[config.mk]
export PLATFORM = sky130hd
export DESIGN_NAME = fetch_unit
export DESIGN_NICKNAME = d
export VERILOG_FILES = /design/src/rtl/fetch_unit_pkg.sv /design/src/rtl/fetch_unit_pc_save_regs.sv /design/src/rtl/fetch_unit.sv
export SDC_FILE = /design/constraint.sdc
export NUM_CORES = 1
export LEC_CHECK = 0
export ABC_AREA = 1
export ABC_CLOCK_PERIOD_IN_PS = 3900
export CORE_AREA = 2 2 73 75
export DETAILED_ROUTE_END_ITERATION = 12
export DIE_AREA = 0 0 75 77
export GPL_ROUTABILITY_DRIVEN = 1
export PLACE_DENSITY = 0.78
export REMOVE_ABC_BUFFERS = 1
export SETUP_SLACK_MARGIN = 0.15
export SLEW_MARGIN = 0
export SYNTH_ARGS = -nofsm -noshare
export SYNTH_HDL_FRONTEND = slang
export SYNTH_SLANG_ARGS = --single-unit
[constraint.sdc]
create_clock -name Clk -period 3.9 [get_ports Clk]
set_input_delay 0.585 -clock Clk [delete_from_list [all_inputs] [get_ports Clk]]
set_output_delay 0.585 -clock Clk [all_outputs]
set_load 0.1 [all_outputs]
[src/rtl/fetch_unit_pkg.sv]
// Shared definitions for the fetch unit: run-state encoding, PCRegSelect codes,
// and the branch-resolution rule shared by the jump logic.
package fetch_unit_pkg;

    typedef enum logic [1:0] {
        F_IDLE = 2'd0,
        F_RUN  = 2'd1,
        F_DONE = 2'd2
    } fetch_state_t;

    localparam logic [1:0] kPC_NONE = 2'b00;
    localparam logic [1:0] kPC_R1   = 2'b01;
    localparam logic [1:0] kPC_R2   = 2'b10;
    localparam logic [1:0] kPC_R3   = 2'b11;

    // je and jne together is illegal and resolves as not taken.
    function automatic logic branch_taken(input logic je, input logic jne, input logic eq);
        return (je ^ jne) && ((je && eq) || (jne && !eq));
    endfunction

endpackage

[src/rtl/fetch_unit_pc_save_regs.sv]
// Three saved-address registers (PCreg1-3) addressed by PCRegSelect codes;
// one write port, one combinational read port, async clear plus a synchronous clear.
module pc_save_regs
    import fetch_unit_pkg::*;
#(
    parameter int PC_W = 10
) (
    input  logic            clk,
    input  logic            rst_n,
    input  logic            clr,
    input  logic            we,
    input  logic [1:0]      wsel,
    input  logic [PC_W-1:0] wdata,
    input  logic [1:0]      rsel,
    output logic [PC_W-1:0] rdata
);

    logic [PC_W-1:0] regs_reg [3];

    always_ff @(posedge clk or negedge rst_n) begin
        if (!rst_n) begin
            for (int i = 0; i < 3; i++) regs_reg[i] <= '0;
        end else if (clr) begin
            for (int i = 0; i < 3; i++) regs_reg[i] <= '0;
        end else if (we) begin
            for (int i = 0; i < 3; i++) begin
                if (wsel == 2'(i + 1)) regs_reg[i] <= wdata;
            end
        end
    end

    // Read is unregistered so a jump sees the register in the same cycle.
    always_comb begin
        rdata = '0;
        case (rsel)
            kPC_R1:  rdata = regs_reg[0];
            kPC_R2:  rdata = regs_reg[1];
            kPC_R3:  rdata = regs_reg[2];
            default: rdata = '0;
        endcase
    end

endmodule

[src/rtl/fetch_unit.sv]
// Program counter and branch-target unit with Start/Ack run sequencing.
// Optional run-cycle counter enabled by defining FETCH_CYCLE_COUNT_EN.
module fetch_unit
    import fetch_unit_pkg::*;
#(
    parameter int PC_W  = 10,
    parameter int CNT_W = 16
) (
    input  logic             Clk,
    input  logic             Reset,
    input  logic             Start,
    input  logic             Ack,
    input  logic             JumpEqual,
    input  logic             JumpNotEqual,
    input  logic             OffsetEn,
    input  logic [1:0]       PCRegSelect,
    input  logic             Equal,
    output logic [PC_W-1:0]  ProgCounter,
    output logic             Done,
    output logic [CNT_W-1:0] CycleCount
);

    fetch_state_t    state_reg, state_next;
    logic [PC_W-1:0] pc_reg, pc_next;
    logic [PC_W-1:0] saved_pc, save_data;
    logic            save_we, clr;
    logic            sel_any, taken, any_jump_flag;

    assign sel_any       = (PCRegSelect != kPC_NONE);
    assign any_jump_flag = JumpEqual | JumpNotEqual;
    assign taken         = sel_any && branch_taken(JumpEqual, JumpNotEqual, Equal);
    assign save_data     = pc_reg + (OffsetEn ? PC_W'(2) : PC_W'(1));

    always_comb begin
        state_next = state_reg;
        pc_next    = pc_reg;
        save_we    = 1'b0;
        clr        = 1'b0;
        case (state_reg)
            F_IDLE: begin
                clr     = 1'b1;
                pc_next = '0;
                if (!Start) state_next = F_RUN;
            end
            F_RUN: begin
                if (Start) begin
                    state_next = F_IDLE;
                    clr        = 1'b1;
                    pc_next    = '0;
                end else if (Ack) begin
                    state_next = F_DONE;
                end else if (taken) begin
                    pc_next = saved_pc;
                end else begin
                    // An untaken branch still carries a jump flag, which blocks the save.
                    pc_next = pc_reg + PC_W'(1);
                    save_we = sel_any && !any_jump_flag;
                end
            end
            F_DONE: begin
                if (Start) begin
                    state_next = F_IDLE;
                    clr        = 1'b1;
                    pc_next    = '0;
                end
            end
            default: begin
                state_next = F_IDLE;
                clr        = 1'b1;
                pc_next    = '0;
            end
        endcase
    end

    always_ff @(posedge Clk or negedge Reset) begin
        if (!Reset) begin
            state_reg <= F_IDLE;
            pc_reg    <= '0;
        end else begin
            state_reg <= state_next;
            pc_reg    <= pc_next;
        end
    end

    pc_save_regs #(
        .PC_W (PC_W)
    ) u_save_regs (
        .clk   (Clk),
        .rst_n (Reset),
        .clr   (clr),
        .we    (save_we),
        .wsel  (PCRegSelect),
        .wdata (save_data),
        .rsel  (PCRegSelect),
        .rdata (saved_pc)
    );

`ifdef FETCH_CYCLE_COUNT_EN
    logic [CNT_W-1:0] cnt_reg;

    always_ff @(posedge Clk or negedge Reset) begin
        if (!Reset) begin
            cnt_reg <= '0;
        end else if (clr) begin
            cnt_reg <= '0;
        end else if (state_reg == F_RUN && cnt_reg != '1) begin
            cnt_reg <= cnt_reg + CNT_W'(1);
        end
    end

    assign CycleCount = cnt_reg;
`else
    assign CycleCount = '0;
`endif

    assign ProgCounter = pc_reg;
    assign Done        = (state_reg == F_DONE);

endmodule
==> flow_summary.yaml <==
placed_design:
  gp_congestion: 0.903
  place_hpwl_mm: 4.39
  port_buffers: 20
  dpl-instance-area_mm2: 0.00281
synth:
  synth_simple_gate_area_frac: 0.403
  synth_cell_types: 24
  synth_compound_area_frac: 0.0430
  yosysTopAreaCellShare: 0.401
  synth_seq_cells: 42
  async_flop_share: 1.00
  synth_edf_count: 0
  yosys_warnings: 0
  yosysTopAreaCell: "dfrtp_1"
  synth-adder-area-share: 0.0411
  avgSynthCellArea_um2: 6.84
  syn_inst: 383
  yosysMostFrequentCell: "nand2_1"
  yosys-top-cells-area: "dfrtp_1 40%, nand2_1 26%, buf_4 5.4%"
  muxShareOfSynthArea: 0
  synth_top_family_by_area: "simple AND/OR/NAND/NOR gates"
  synth_area_mm2: 0.00262
  synth-main-ff-cell: "dfrtp_1"
  yosysSeqAreaShare: 0.401
  synth-xor-area-share: 0
  synthTopCellsByCount: "180 x nand2_1, 42 x dfrtp_1, 32 x inv_1"
grt:
  grt_overflow_total: 0
  antenna_found_initial: 0
  grt_pass1_wl_mm: 10.2
  grt_pass1_vias: 2147
  track_usage: 0.229
  grt_max_degree: 43
cells_and_area:
  nNetsFinal: 423
  fin_util: 0.583
  finalInstanceArea_mm2: 0.00290
  n_antenna_cell: 0
  area_delta_synth_final_pct: 10.8
  fillers: 491
  drive_gt1_frac: 0.0616
  largest_register_ffs: 30
clocking:
  clk_pin_slew_ps: 80
  cts-root-buf: "clkbuf_8"
  cts_tree: "built"
  cts_made_buffers: 5
  cts_resized: 0
  cts_buffer_depth: 2
  postCtsSetupRepairBufs: 0
  cts_sinks: 42
  ctsHtreeMaxLevel: 2
  cts_hold_repair.buffers: 0
  clk_latency_ps: 300
floorplanning:
  die_area_mm2: 0.00578
  core_area_mm2: 0.00498
  die_x_um: 75
  initial_core_util: 0.526
  die_y_um: 77
  io_pins: 37
  core.rowCount: 26
route:
  wl_mm: 5.98
  routed-via-count: 2412
  initialDrtViolationCount: 188
  routed_via_density: 5.07
  drtPass1Iterations: 4
  drtAntennaViolNets: 0
  drc: 0
  wire_per_inst_um: 12.6
sta:
  fmax_mhz: 364
  period_minus_slack_ps: 2750
  slew_headroom: 0.353
  slew_viol_final: 0
  whs_ps: 422
  fin_setup_tns_ps: 0
  setup_violations: 0
  hold_viol_final: 0
  worstMarginPinSlew_ps: 968
  fin_crit_sh: 0.705
  fin_skew_ps: 6.08
  rsz0062_at_grt: "false"
pwr:
  p_per_area_mw_per_mm2: 423
  irDropWorstVdd_mv: 0.167
  cellLeakagePower_uw: 0.00156
  power.total_uw: 1230
critical_path:
  crit_required_ps: 3310
  cp-end-kind: "primary output"
  r2r_cells: 9
  cp_max_fo: 4
  r2r_slack_ps: 2050
  critPathArrivalTime_ps: 2160
  critPathLaunchType: "flip-flop"
  r2r-start: "ProgCounter[0]$_DFFE_PN0P_"
  path_class: "flip-flop to primary output"
  r2r_end: "u_save_regs.regs_reg[6]$_DFFE_PN0P_"
run_status:
  run_status: "finished clean"
flow_run:
  max_cap_violations: 0
hold_path:
  worstHoldPathType: "input pin to asynchronous set/reset pin"
## placed cells by master (no fill, tap or decap)
cell type,instances
nand2_1,180
nand4_1,9
nor3_1,1
fa_1,1
ha_1,7
clkbuf_8,6
clkdlybuf4s50_1,19
dfrtp_1,42
nor2_2,4
conb_1,16
clkinv_1,1
o22ai_1,1
inv_2,5
o21ai_2,1
o21a_1,1
a21oi_1,6
nand3_1,25
nor2_1,26
nand2_2,5
nand3b_1,1
inv_1,32
nor2_4,1
o21ai_0,12
buf_2,1
nor2_8,1
clkinv_2,1
clkbuf_1,1
## how the worst max path moves through the flow
stage / from / endpoint / slack [ps] / cells after the start
after global placement: OffsetEn / u_save_regs.regs_reg[6]$_DFFE_PN0P_ / 1390 / 11
after global routing: state_reg[0]$_DFFE_PN0P_ / Done / 1060 / 3
after CTS: state_reg[0]$_DFFE_PN0P_ / Done / 1140 / 3
after floorplan: ProgCounter[0]$_DFFE_PN0P_ / u_save_regs.regs_reg[6]$_DFFE_PN0P_ / 1600 / 9
final: state_reg[0]$_DFFE_PN0P_ / Done / 1150 / 3
after detailed placement: OffsetEn / u_save_regs.regs_reg[2]$_DFFE_PN0P_ / 1360 / 9
## layer usage
metal	GRT usage	routed length (um)	vias to the layer above
met2	0.353	2890	74
li1	-	-	1202
met4	0.0750	78	0
met3	0.0552	353	9
met1	0.314	2660	1127
met5	0	0	-
## kinds of logic (layout without fill, tap and decap cells)
kind of cell,after synthesis,after routing
AOI/OAI and AO/OA,21,21
adders and majority gates,8,8
buffers and inverters,58,66
DFF,42,42
other,1,16
and+or+nand+nor,253,253
## layout make-up
type	instances	area, um^2	share of cell area
clock buffer	7	86.3	0.0297
clock inverter	1	5.00	0.00172
inverter	38	143	0.0491
multi-input combinational	298	1340	0.460
sequential	42	1050	0.362
tap	70	87.6	0.0302
timing repair buffer	20	195	0.0672
## per-stage QoR
step           cells  setup slack (ps)
2_1_floorplan    378              1600
3_3_place_gp     468              1390
3_5_place_dp     468              1360
4_1_cts          476              1140
5_1_grt          476              1060
6_report         476              1150
## worst max-delay path, cell delays in order, from the launching register on
cell and delay, ps:
dfrtp_1 390, inv_1 100, ha_1 220, clkdlybuf4s50_1 1150
## power by group
group / switching, uW / internal (uW) / total (uW)
registers: 19.3 / 455 / 475
logic: 360 / 96.8 / 457
clock network: 154 / 143 / 297
total: 533 / 695 / 1230
Note: power is estimated with default switching activity, not from simulation.
